<file path="config.mk">
export PLATFORM = sky130hd
export DESIGN_NAME = id_ex_reg
export DESIGN_NICKNAME = d
export VERILOG_FILES = /design/src/rtl/id_ex_reg.sv
export SDC_FILE = /design/constraint.sdc
export NUM_CORES = 1
export LEC_CHECK = 0
export CORE_ASPECT_RATIO = 0.6
export CORE_MARGIN = 10
export CORE_UTILIZATION = 30
export CTS_CLUSTER_DIAMETER = 40
export CTS_CLUSTER_SIZE = 14
export DETAILED_ROUTE_END_ITERATION = 16
export GPL_ROUTABILITY_DRIVEN = 0
export MAX_ROUTING_LAYER = met4
export PLACE_DENSITY_LB_ADDON = 0.05
export SLEW_MARGIN = 15
export SYNTH_ARGS = -nofsm -noshare
export SYNTH_HDL_FRONTEND = slang
export SYNTH_SLANG_ARGS = --single-unit
export TNS_END_PERCENT = 20
</file>
<file path="constraint.sdc">
create_clock -name clk_i -period 2.1 [get_ports clk_i]
set_input_delay 0.525 -clock clk_i [delete_from_list [all_inputs] [get_ports clk_i]]
set_output_delay 0.525 -clock clk_i [all_outputs]
set_load 0.005 [all_outputs]
</file>
<file path="src/rtl/id_ex_reg.sv">
// ID/EX pipeline register: load-use hazard detection, bubble insertion,
// downstream stall hold and a saturating bubble counter.
module id_ex_reg #(
  parameter int ALUOP_W = 2,
  parameter int CNT_W   = 16
) (
  input  logic               clk_i,
  input  logic               rst_i,
  input  logic               valid_i,
  input  logic               stall_i,
  input  logic               flush_i,
  input  logic [4:0]         rs1_i,
  input  logic [4:0]         rs2_i,
  input  logic               reg_read1_e_i,
  input  logic               reg_read2_e_i,
  input  logic [31:0]        rs1_data_i,
  input  logic [31:0]        rs2_data_i,
  input  logic               branch_i,
  input  logic               mem_read_i,
  input  logic               mem_to_reg_i,
  input  logic               mem_write_i,
  input  logic               alu_src_i,
  input  logic               reg_write_i,
  input  logic [ALUOP_W-1:0] alu_op_i,
  input  logic [31:0]        r_imm_i,
  input  logic [31:0]        s_imm_i,
  input  logic [31:0]        b_imm_i,
  input  logic [4:0]         rd_i,
  input  logic [31:0]        pc_i,
  output logic               valid_o,
  output logic [4:0]         rs1_o,
  output logic [4:0]         rs2_o,
  output logic [4:0]         rd_o,
  output logic [31:0]        rs1_data_o,
  output logic [31:0]        rs2_data_o,
  output logic [31:0]        r_imm_o,
  output logic [31:0]        s_imm_o,
  output logic [31:0]        b_imm_o,
  output logic [31:0]        pc_o,
  output logic               branch_o,
  output logic               mem_read_o,
  output logic               mem_to_reg_o,
  output logic               mem_write_o,
  output logic               alu_src_o,
  output logic               reg_write_o,
  output logic [ALUOP_W-1:0] alu_op_o,
  output logic               hazard_stall_o,
  output logic [CNT_W-1:0]   bubble_cnt_o
);

  typedef struct packed {
    logic               valid;
    logic [4:0]         rs1;
    logic [4:0]         rs2;
    logic [4:0]         rd;
    logic [31:0]        rs1_data;
    logic [31:0]        rs2_data;
    logic [31:0]        r_imm;
    logic [31:0]        s_imm;
    logic [31:0]        b_imm;
    logic [31:0]        pc;
    logic               branch;
    logic               mem_read;
    logic               mem_to_reg;
    logic               mem_write;
    logic               alu_src;
    logic               reg_write;
    logic [ALUOP_W-1:0] alu_op;
  } id_ex_t;

  id_ex_t d, q;
  logic [CNT_W-1:0] cnt;
  logic hazard;
  logic bubble;
  logic sat;

  assign d = '{
    valid:      valid_i,
    rs1:        rs1_i,
    rs2:        rs2_i,
    rd:         rd_i,
    rs1_data:   rs1_data_i,
    rs2_data:   rs2_data_i,
    r_imm:      r_imm_i,
    s_imm:      s_imm_i,
    b_imm:      b_imm_i,
    pc:         pc_i,
    branch:     branch_i,
    mem_read:   mem_read_i,
    mem_to_reg: mem_to_reg_i,
    mem_write:  mem_write_i,
    alu_src:    alu_src_i,
    reg_write:  reg_write_i,
    alu_op:     alu_op_i
  };

  // x0 never creates a real dependency, so rd == 0 cannot stall
  assign hazard = q.valid & q.mem_read & (q.rd != 5'd0) & valid_i &
                  ((reg_read1_e_i & (rs1_i == q.rd)) |
                   (reg_read2_e_i & (rs2_i == q.rd)));

  assign hazard_stall_o = hazard;
  assign bubble = flush_i | (~stall_i & hazard);
  assign sat    = (cnt == {CNT_W{1'b1}});

  always_ff @(posedge clk_i) begin
    if (!rst_i) begin
      q   <= '0;
      cnt <= '0;
    end else if (bubble) begin
      q <= '0;
      if (!sat) cnt <= cnt + {{(CNT_W-1){1'b0}}, 1'b1};
    end else if (!stall_i) begin
      q <= d;
    end
  end

  assign valid_o      = q.valid;
  assign rs1_o        = q.rs1;
  assign rs2_o        = q.rs2;
  assign rd_o         = q.rd;
  assign rs1_data_o   = q.rs1_data;
  assign rs2_data_o   = q.rs2_data;
  assign r_imm_o      = q.r_imm;
  assign s_imm_o      = q.s_imm;
  assign b_imm_o      = q.b_imm;
  assign pc_o         = q.pc;
  assign branch_o     = q.branch;
  assign mem_read_o   = q.mem_read;
  assign mem_to_reg_o = q.mem_to_reg;
  assign mem_write_o  = q.mem_write;
  assign alu_src_o    = q.alu_src;
  assign reg_write_o  = q.reg_write;
  assign alu_op_o     = q.alu_op;
  assign bubble_cnt_o = cnt;

endmodule

</file>
==> flow_metrics.py, run 1 <==
metrics = {
    "synthesis": {
        "synth.distinct_cells": 33,
        "cell_area_after_synthesis_mm2": 0.008501,
        "syn_inst": 819,
        "ys_warn_count": 0,
        "synth_seq_cells": 232,
        "average_cell_area_after_synthesis_um2": 10.38,
        "synth_seq_area_share": 0.5464,
        "net_count_of_the_mapped_netlist": 1042,
    },
    "setup_path": {
        "crit-reg2reg-capture": "bubble_cnt_o[8]",
        "cp-start-kind": "input pin",
        "timing.critical_path.to_type": "flop",
        "reg2reg_depth": 8,
        "critical_path_required_ps": 2530,
        "crit_fanout": 7,
        "setup.worst_path.class": "in2reg",
        "slack_of_the_worst_reg_to_reg_path_ps": -290,
        "critPathArrivalTime_ps": 2830,
        "r2r_start": "rd_o[0]",
    },
    "status": {
        "status": "complete, but fails checks",
        "failed_checks": "setup timing",
    },
    "cts": {
        "cts-htree-levels": 2,
        "worst_skew_pair_latency_ps": 510,
        "cts_root_buf": "sky130_fd_sc_hd__clkbuf_16",
        "cts_tree": "yes",
        "clock_path_buffers": 3,
        "clock_sinks": 232,
        "clkSlewWorstSetupHoldPaths_ps": 50,
        "tritoncts.num_buffers": 35,
    },
    "final_layout": {
        "syn2layout_area_growth_pct": 81.06,
        "most-common-layout-cells": "sky130_fd_sc_hd__clkdlybuf4s50_1 (445), sky130_fd_sc_hd__dfxtp_1 (226), sky130_fd_sc_hd__mux2i_1 (219)",
        "share_of_post_route_cells_with_drive_strength_above_1": 0.1244,
        "final_common_cell": "sky130_fd_sc_hd__clkdlybuf4s50_1",
        "num-fill-cells": 2428,
        "design.final.nets": 1540,
        "layout.cell_area.non_filler_mm2": 0.01539,
    },
    "drt": {
        "highest-signal-layer": "met4",
        "routed-wl-met2_mm": 16.55,
        "route.met3.wl_mm": 3.374,
        "first_pass_iters": 4,
        "detailroute.via_count": 7616,
        "route.detailed.wl_per_inst_um": 19.87,
        "route.antenna.remaining_nets": 0,
        "drt_first_iter_violations": 281,
        "drt-total-wl_mm": 34.01,
        "via_per_inst": 4.449,
        "drt_met1_wl_mm": 13.60,
        "drt_drc_violations_left": 0,
    },
    "sta": {
        "rsz_0062_raised_after_global_routing": "true",
        "worst_slew_margin_rel": 0.4417,
        "final-hold-violation-count": 0,
        "final.setup_skew_ps": 15.20,
        "max_clock_freq_mhz": 417.2,
        "hold_ws_ps": 355.0,
        "fin_crit_sh": 1.141,
        "final.min_clock_period_ps": 2397,
        "finalWorstSetupSlack_ps": -297.1,
        "timing.final.max_slew_violations": 0,
        "setup_viol": 231,
        "transition_time_at_the_pin_with_the_least_slew_margin_ps": 837.5,
    },
    "global_routing": {
        "grt_max_degree": 106,
        "grt_pass1_wl_mm": 47.76,
        "number_of_global_route_vias_before_repair": 7624,
        "grt.overflow.total": 0,
        "grt_util_all_layers": 0.1789,
        "grt_antenna_before_repair": 5,
    },
    "power_and_ir_drop": {
        "power_density_mw_per_mm2": 768.3,
        "leakagePower_nw": 6.336,
        "ir_drop_uv": 426.0,
    },
    "die": {
        "rows": 47,
        "floorplan.die.height_um": 150.4,
        "chipWidth_um": 237.3,
        "num_io_pins": 455,
        "start_util": 0.3063,
        "dieArea_mm2": 0.03569,
        "fp.coreArea_mm2": 0.02776,
    },
    "place": {
        "post-dp-hpwl_mm": 25.19,
        "placement.setup.worst_slack_ps": -805.5,
        "portBuffers": 454,
        "placedInstanceArea_mm2": 0.01378,
    },
    "hold_path": {
        "timing.hold.worst.class": "in2reg",
        "hold_end": "rs1_o[2]",
        "hold_path.startpoint": "rs1_i[2]",
        "hold_depth": 3,
    },
    "flow_run": {
        "cap_viol_max_count": 0,
    },
}
-- cell families (layout without fill, tap and decap cells) --
kind of cell | count (synthesis) | in the layout | synth area share
buffers and inverters | 56 | 579 | 0.02885
adder cells (fa/ha/maj) | 1 | 1 | 0.001472
multiplexers | 219 | 219 | 0.2579
flip-flops | 232 | 232 | 0.5464
AND/OR/NAND/NOR | 272 | 272 | 0.1344
other | 0 | 3 | 0
AO/OA/AOI/OAI | 28 | 28 | 0.01972
XOR/XNOR | 11 | 11 | 0.01133
-- timing repair --
item,in CTS,in global routing
gates resized for setup,17,52
pin swaps,4,32
buffers inserted,3,6
cloned,1,7
setup endpoints to repair,217,237
hold buffers,0,0
-- cells in the mapped netlist --
master	instances	area share
sky130_fd_sc_hd__o31a_1	1	0.0010
sky130_fd_sc_hd__xnor2_1	3	0.0031
sky130_fd_sc_hd__or3_1	3	0.0022
sky130_fd_sc_hd__a32oi_1	1	0.0010
sky130_fd_sc_hd__o21ai_1	1	0.00059
sky130_fd_sc_hd__o21ai_0	5	0.0029
sky130_fd_sc_hd__nor2b_1	1	0.00074
sky130_fd_sc_hd__ha_1	1	0.0015
sky130_fd_sc_hd__clkbuf_1	34	0.015
sky130_fd_sc_hd__and3_1	4	0.0029
sky130_fd_sc_hd__mux2i_1	219	0.26
sky130_fd_sc_hd__nor4b_1	1	0.0010
sky130_fd_sc_hd__nand2b_1	3	0.0022
sky130_fd_sc_hd__and4_1	1	0.0010
sky130_fd_sc_hd__or4_1	9	0.0079
sky130_fd_sc_hd__buf_6	2	0.0026
sky130_fd_sc_hd__nor3_1	1	0.00059
sky130_fd_sc_hd__xor2_1	8	0.0082
sky130_fd_sc_hd__a21oi_1	12	0.0071
sky130_fd_sc_hd__nand4bb_1	1	0.0013
sky130_fd_sc_hd__buf_2	16	0.0094
sky130_fd_sc_hd__buf_1	1	0.00044
sky130_fd_sc_hd__dfxtp_1	232	0.55
sky130_fd_sc_hd__or3b_2	1	0.0010
sky130_fd_sc_hd__nand3_1	8	0.0047
sky130_fd_sc_hd__nor4_2	1	0.0015
sky130_fd_sc_hd__and2_0	1	0.00074
sky130_fd_sc_hd__nor4_1	2	0.0015
sky130_fd_sc_hd__nand2_1	11	0.0049
sky130_fd_sc_hd__nor2_1	220	0.097
sky130_fd_sc_hd__inv_1	3	0.0013
sky130_fd_sc_hd__o31ai_1	8	0.0071
sky130_fd_sc_hd__nand4_1	4	0.0029
-- worst max-delay path by stage --
stage / startpoint / to / slack, ps / cells after the start
global placement: rs1_i[2] / bubble_cnt_o[15] / -800 / 8
finish: rs2_i[3] / bubble_cnt_o[8] / -300 / 9
global route: rd_o[0] / bubble_cnt_o[8] / -380 / 8
floorplan: rs1_i[2] / bubble_cnt_o[2] / -150 / 8
detailed placement: rs1_i[2] / bubble_cnt_o[3] / -810 / 8
CTS: rd_o[0] / bubble_cnt_o[3] / -300 / 8
-- metal layers --
metal  GRT usage  vias to the layer above
met4     0.04467                        0
met2      0.2972                      264
met5           -                        -
met3     0.08379                       34
li1            -                     3787
met1      0.1916                     3531
-- sequential cells by signal (all words and copies together), names as in the netlist, 2 cells and up --
| name | flops |
|---|---|
| rs2_data_o | 32 |
| rs2_o | 5 |
| rd_o | 5 |
| r_imm_o | 32 |
| bubble_cnt_o | 16 |
| pc_o | 32 |
| b_imm_o | 32 |
| rs1_o | 5 |
| rs1_data_o | 32 |
| alu_op_o | 2 |
| s_imm_o | 32 |
-- per-stage QoR --
| stage | std cells | utilization | power, mW | TNS (ps) |
|---|---|---|---|---|
| floorplan | 819 | - | 5.192 | -14820 |
| global placement | 1631 | 0.4963 | 6.070 | -161320 |
| detailed placement | 1631 | 0.4963 | 6.080 | -160870 |
| CTS | 1697 | 0.5412 | 11.95 | -47810 |
| global route | 1712 | 0.5545 | 12.33 | -65630 |
| finish | 1712 | 0.5545 | 11.82 | -43610 |
-- area by class of cell --
class | count | area, um^2 | share of cell area
multi-input cells | 531 | 3774 | 0.2452
well taps | 367 | 459.2 | 0.02983
flip-flops and latches | 232 | 4652 | 0.3023
repair buffers | 514 | 5319 | 0.3456
clock inverters | 16 | 148.9 | 0.009674
diodes | 3 | 7.507 | 0.0004878
inverters | 3 | 11.26 | 0.0007316
clock buffers | 46 | 1020 | 0.06625
-- worst max-delay path, stage by stage --
cell and delay [ps]:
sky130_fd_sc_hd__clkdlybuf4s50_1 450, sky130_fd_sc_hd__xor2_1 170, sky130_fd_sc_hd__nor4_2 240, sky130_fd_sc_hd__a32oi_2 90, sky130_fd_sc_hd__buf_4 160, sky130_fd_sc_hd__o31a_1 330, sky130_fd_sc_hd__buf_12 180, sky130_fd_sc_hd__or4_1 530
sky130_fd_sc_hd__a21oi_2 130
-- where the power goes --
part	internal, mW	leakage (nW)	switching, mW
Combinational	0.924	3.87	0.523
Clock	3.58	0.569	2.18
Sequential	4.54	1.89	0.0726
Total	9.05	6.34	2.77
(Power assumes the default switching activity.)
==> run 2: changes to the inputs <==
- ABC_AREA: default -> 1
==> run 2 against run 1 <==
  * Count of clock-buffer cells in the layout shrank 13
  * Combinational power decreased by 7%
  * Fmax up 14%
  * Via count is 17% higher
  * Sequential share of layout area up 1.3 points
  * The run still ends with setup timing left
  * Clock power is 6.8% lower
  * Synthesized area increased by 1.3%
  * Die area up 1.2%
  * Global-route usage is 1.2 points higher
  * Clock skew shrank 2.2 ps
  * First-iteration DRC count increased by 73%
==> flow_metrics.py, run 2 <==
metrics = {
    "status": {
        "status": "complete, but fails checks",
        "failed_checks": "setup timing",
    },
    "drt": {
        "detailroute.via_count": 8922,
        "first_pass_iters": 4,
        "routed-wl-met2_mm": 18.31,
        "drt_met1_wl_mm": 14.94,
        "drt_first_iter_violations": 486,
        "drt_drc_violations_left": 0,
        "route.met3.wl_mm": 2.428,
        "highest-signal-layer": "met4",
        "via_per_inst": 4.479,
        "route.antenna.remaining_nets": 0,
        "drt-total-wl_mm": 36.29,
        "route.detailed.wl_per_inst_um": 18.22,
    },
    "global_routing": {
        "grt_pass1_wl_mm": 52.21,
        "grt_util_all_layers": 0.1909,
        "number_of_global_route_vias_before_repair": 8442,
        "grt_max_degree": 99,
        "grt.overflow.total": 0,
        "grt_antenna_before_repair": 3,
    },
    "cts": {
        "cts_root_buf": "sky130_fd_sc_hd__clkbuf_16",
        "cts-htree-levels": 1,
        "cts_tree": "yes",
        "clock_path_buffers": 3,
        "worst_skew_pair_latency_ps": 550,
        "tritoncts.num_buffers": 30,
        "clkSlewWorstSetupHoldPaths_ps": 60,
        "clock_sinks": 232,
    },
    "synthesis": {
        "net_count_of_the_mapped_netlist": 1372,
        "synth-edff-count": 0,
        "synth.distinct_cells": 22,
        "synth_seq_area_share": 0.5394,
        "ys_warn_count": 0,
        "synth.most_common_cell": "sky130_fd_sc_hd__nand2_1",
        "synth_top_area_frac": 0.5394,
        "netlist_top_cells_area": "sky130_fd_sc_hd__dfxtp_1 (54%), sky130_fd_sc_hd__nand2_1 (21%), sky130_fd_sc_hd__a21oi_1 (12%), sky130_fd_sc_hd__nor2_1 (2.2%), sky130_fd_sc_hd__clkbuf_1 (2.0%)",
        "synth_seq_cells": 232,
        "synth_top_cell_by_area": "sky130_fd_sc_hd__dfxtp_1",
        "async_reset_ff_frac": 0,
        "synth.top_cells.by_count": "sky130_fd_sc_hd__nand2_1 (484), sky130_fd_sc_hd__dfxtp_1 (232), sky130_fd_sc_hd__a21oi_1 (215)",
        "syn_inst": 1149,
        "average_cell_area_after_synthesis_um2": 7.494,
        "cell_area_after_synthesis_mm2": 0.008611,
        "ys_dominant_reg_cell": "sky130_fd_sc_hd__dfxtp_1",
    },
    "final_layout": {
        "finalCoreUtilization": 0.5302,
        "syn2layout_area_growth_pct": 71.98,
        "most-common-layout-cells": "sky130_fd_sc_hd__nand2_1 (476), sky130_fd_sc_hd__clkdlybuf4s50_1 (441), sky130_fd_sc_hd__dfxtp_1 (219)",
        "design.final.nets": 1822,
        "final_common_cell": "sky130_fd_sc_hd__nand2_1",
        "share_of_post_route_cells_with_drive_strength_above_1": 0.08323,
        "layout.cell_area.non_filler_mm2": 0.01481,
    },
    "place": {
        "post-dp-hpwl_mm": 27.09,
        "placedInstanceArea_mm2": 0.01362,
        "portBuffers": 454,
    },
    "sta": {
        "rsz_0062_raised_after_global_routing": "true",
        "max_clock_freq_mhz": 475.6,
        "total_negative_setup_slack_ps": -2.522,
        "final.min_clock_period_ps": 2103,
        "finalWorstSetupSlack_ps": -2.522,
        "hold_ws_ps": 312.5,
        "transition_time_at_the_pin_with_the_least_slew_margin_ps": 563.7,
        "setup_viol": 1,
        "timing.final.max_slew_violations": 0,
        "worst_slew_margin_rel": 0.6242,
        "final-hold-violation-count": 0,
        "final.setup_skew_ps": 13.04,
        "fin_crit_sh": 1.001,
    },
    "setup_path": {
        "critPathArrivalTime_ps": 1580,
        "crit-reg2reg-capture": "bubble_cnt_o[0]",
        "reg2reg_depth": 9,
        "slack_of_the_worst_reg_to_reg_path_ps": 260,
        "r2r_start": "bubble_cnt_o[0]",
        "setup.worst_path.class": "reg2out",
        "cp-start-kind": "flop",
        "setup_crit_start": "rd_o[4]",
        "critical_path_required_ps": 1570,
        "crit_fanout": 3,
        "timing.critical_path.to_type": "primary output",
    },
    "power_and_ir_drop": {
        "ir_drop_uv": 589.0,
        "power_density_mw_per_mm2": 766.7,
        "leakagePower_nw": 5.727,
    },
    "hold_path": {
        "hold_depth": 3,
        "hold_path.startpoint": "stall_i",
        "timing.hold.worst.class": "in2reg",
        "hold_end": "rs1_data_o[30]",
    },
    "die": {
        "rows": 47,
        "floorplan.die.height_um": 151.2,
        "start_util": 0.3083,
        "dieArea_mm2": 0.03610,
        "chipWidth_um": 238.7,
        "fp.coreArea_mm2": 0.02793,
        "num_io_pins": 455,
    },
    "flow_run": {
        "cap_viol_max_count": 0,
    },
}
run 2: kinds of logic (layout without fill, tap and decap cells):
family | count (synthesis) | count (layout) | share of synthesized area
simple gates | 573 | 573 | 0.2594
flops | 232 | 232 | 0.5394
compound gates | 230 | 230 | 0.1337
buf+inv | 108 | 581 | 0.06103
xor+xnor | 5 | 5 | 0.005085
fa+ha+maj | 1 | 1 | 0.001453
other cells | 0 | 3 | 0
run 2: final cells by class:
cell class / instances / area [um^2]
flip-flops and latches: 232 / 4668
well taps: 367 / 459.2
diodes: 3 / 7.507
fillers: 2682 / 13120
multi-input cells: 809 / 3496
clock inverters: 22 / 269.0
inverters: 32 / 132.6
clock buffers: 33 / 803.3
repair buffers: 494 / 4974
run 2: report_power, final:
part | switching [mW] | internal, mW | leakage [nW]
combinational | 0.563 | 0.788 | 3.32
clock | 2.17 | 3.21 | 0.509
sequential | 0.0834 | 4.55 | 1.90
total | 2.82 | 8.54 | 5.73
run 2: worst max-delay path by stage:
stage	end	slack (ps)	cells past startpoint
2_1_floorplan	bubble_cnt_o[15]	430	9
3_3_place_gp	hazard_stall_o	-490	8
3_5_place_dp	hazard_stall_o	-480	8
4_1_cts	hazard_stall_o	-40	7
5_1_grt	hazard_stall_o	-110	7
6_report	hazard_stall_o	-3	7
run 2: critical path, stage by stage (launching register included):
cell and delay [ps]:
sky130_fd_sc_hd__dfxtp_2 330, sky130_fd_sc_hd__buf_6 120, sky130_fd_sc_hd__nand2_2 50, sky130_fd_sc_hd__nand2_1 50
sky130_fd_sc_hd__nor2_1 100, sky130_fd_sc_hd__nand3_1 120, sky130_fd_sc_hd__a21oi_2 150, sky130_fd_sc_hd__buf_2 120
run 2: per-layer routing:
metal	global-route usage	vias up
li1	-	4566
met1	0.2210	4091
met2	0.3265	220
met3	0.05117	45
met4	0.04498	0
met5	-	-
run 2: repair_timing:
item,4_1_cts,5_1_grt
gates resized for setup,20,34
hold buffers,0,0
setup endpoints to repair,8,8
cloned,0,0
buffers inserted,0,2
pin swaps,3,13
run 2: through the flow:
| stage | total power [mW] | instances | setup WS [ps] |
|---|---|---|---|
| after floorplan | 5.178 | 1149 | 432.9 |
| after global placement | 6.070 | 1932 | -491.1 |
| after detailed placement | 6.076 | 1932 | -477.2 |
| after CTS | 11.51 | 1987 | -44.40 |
| after global routing | 11.85 | 1992 | -108.9 |
| final | 11.35 | 1992 | -2.522 |
==> run 3: changes to the inputs <==
- HOLD_SLACK_MARGIN: default -> 0.03
==> results of run 3 <==
The final DEF is identical to that of run 2; final timing and power are the same.
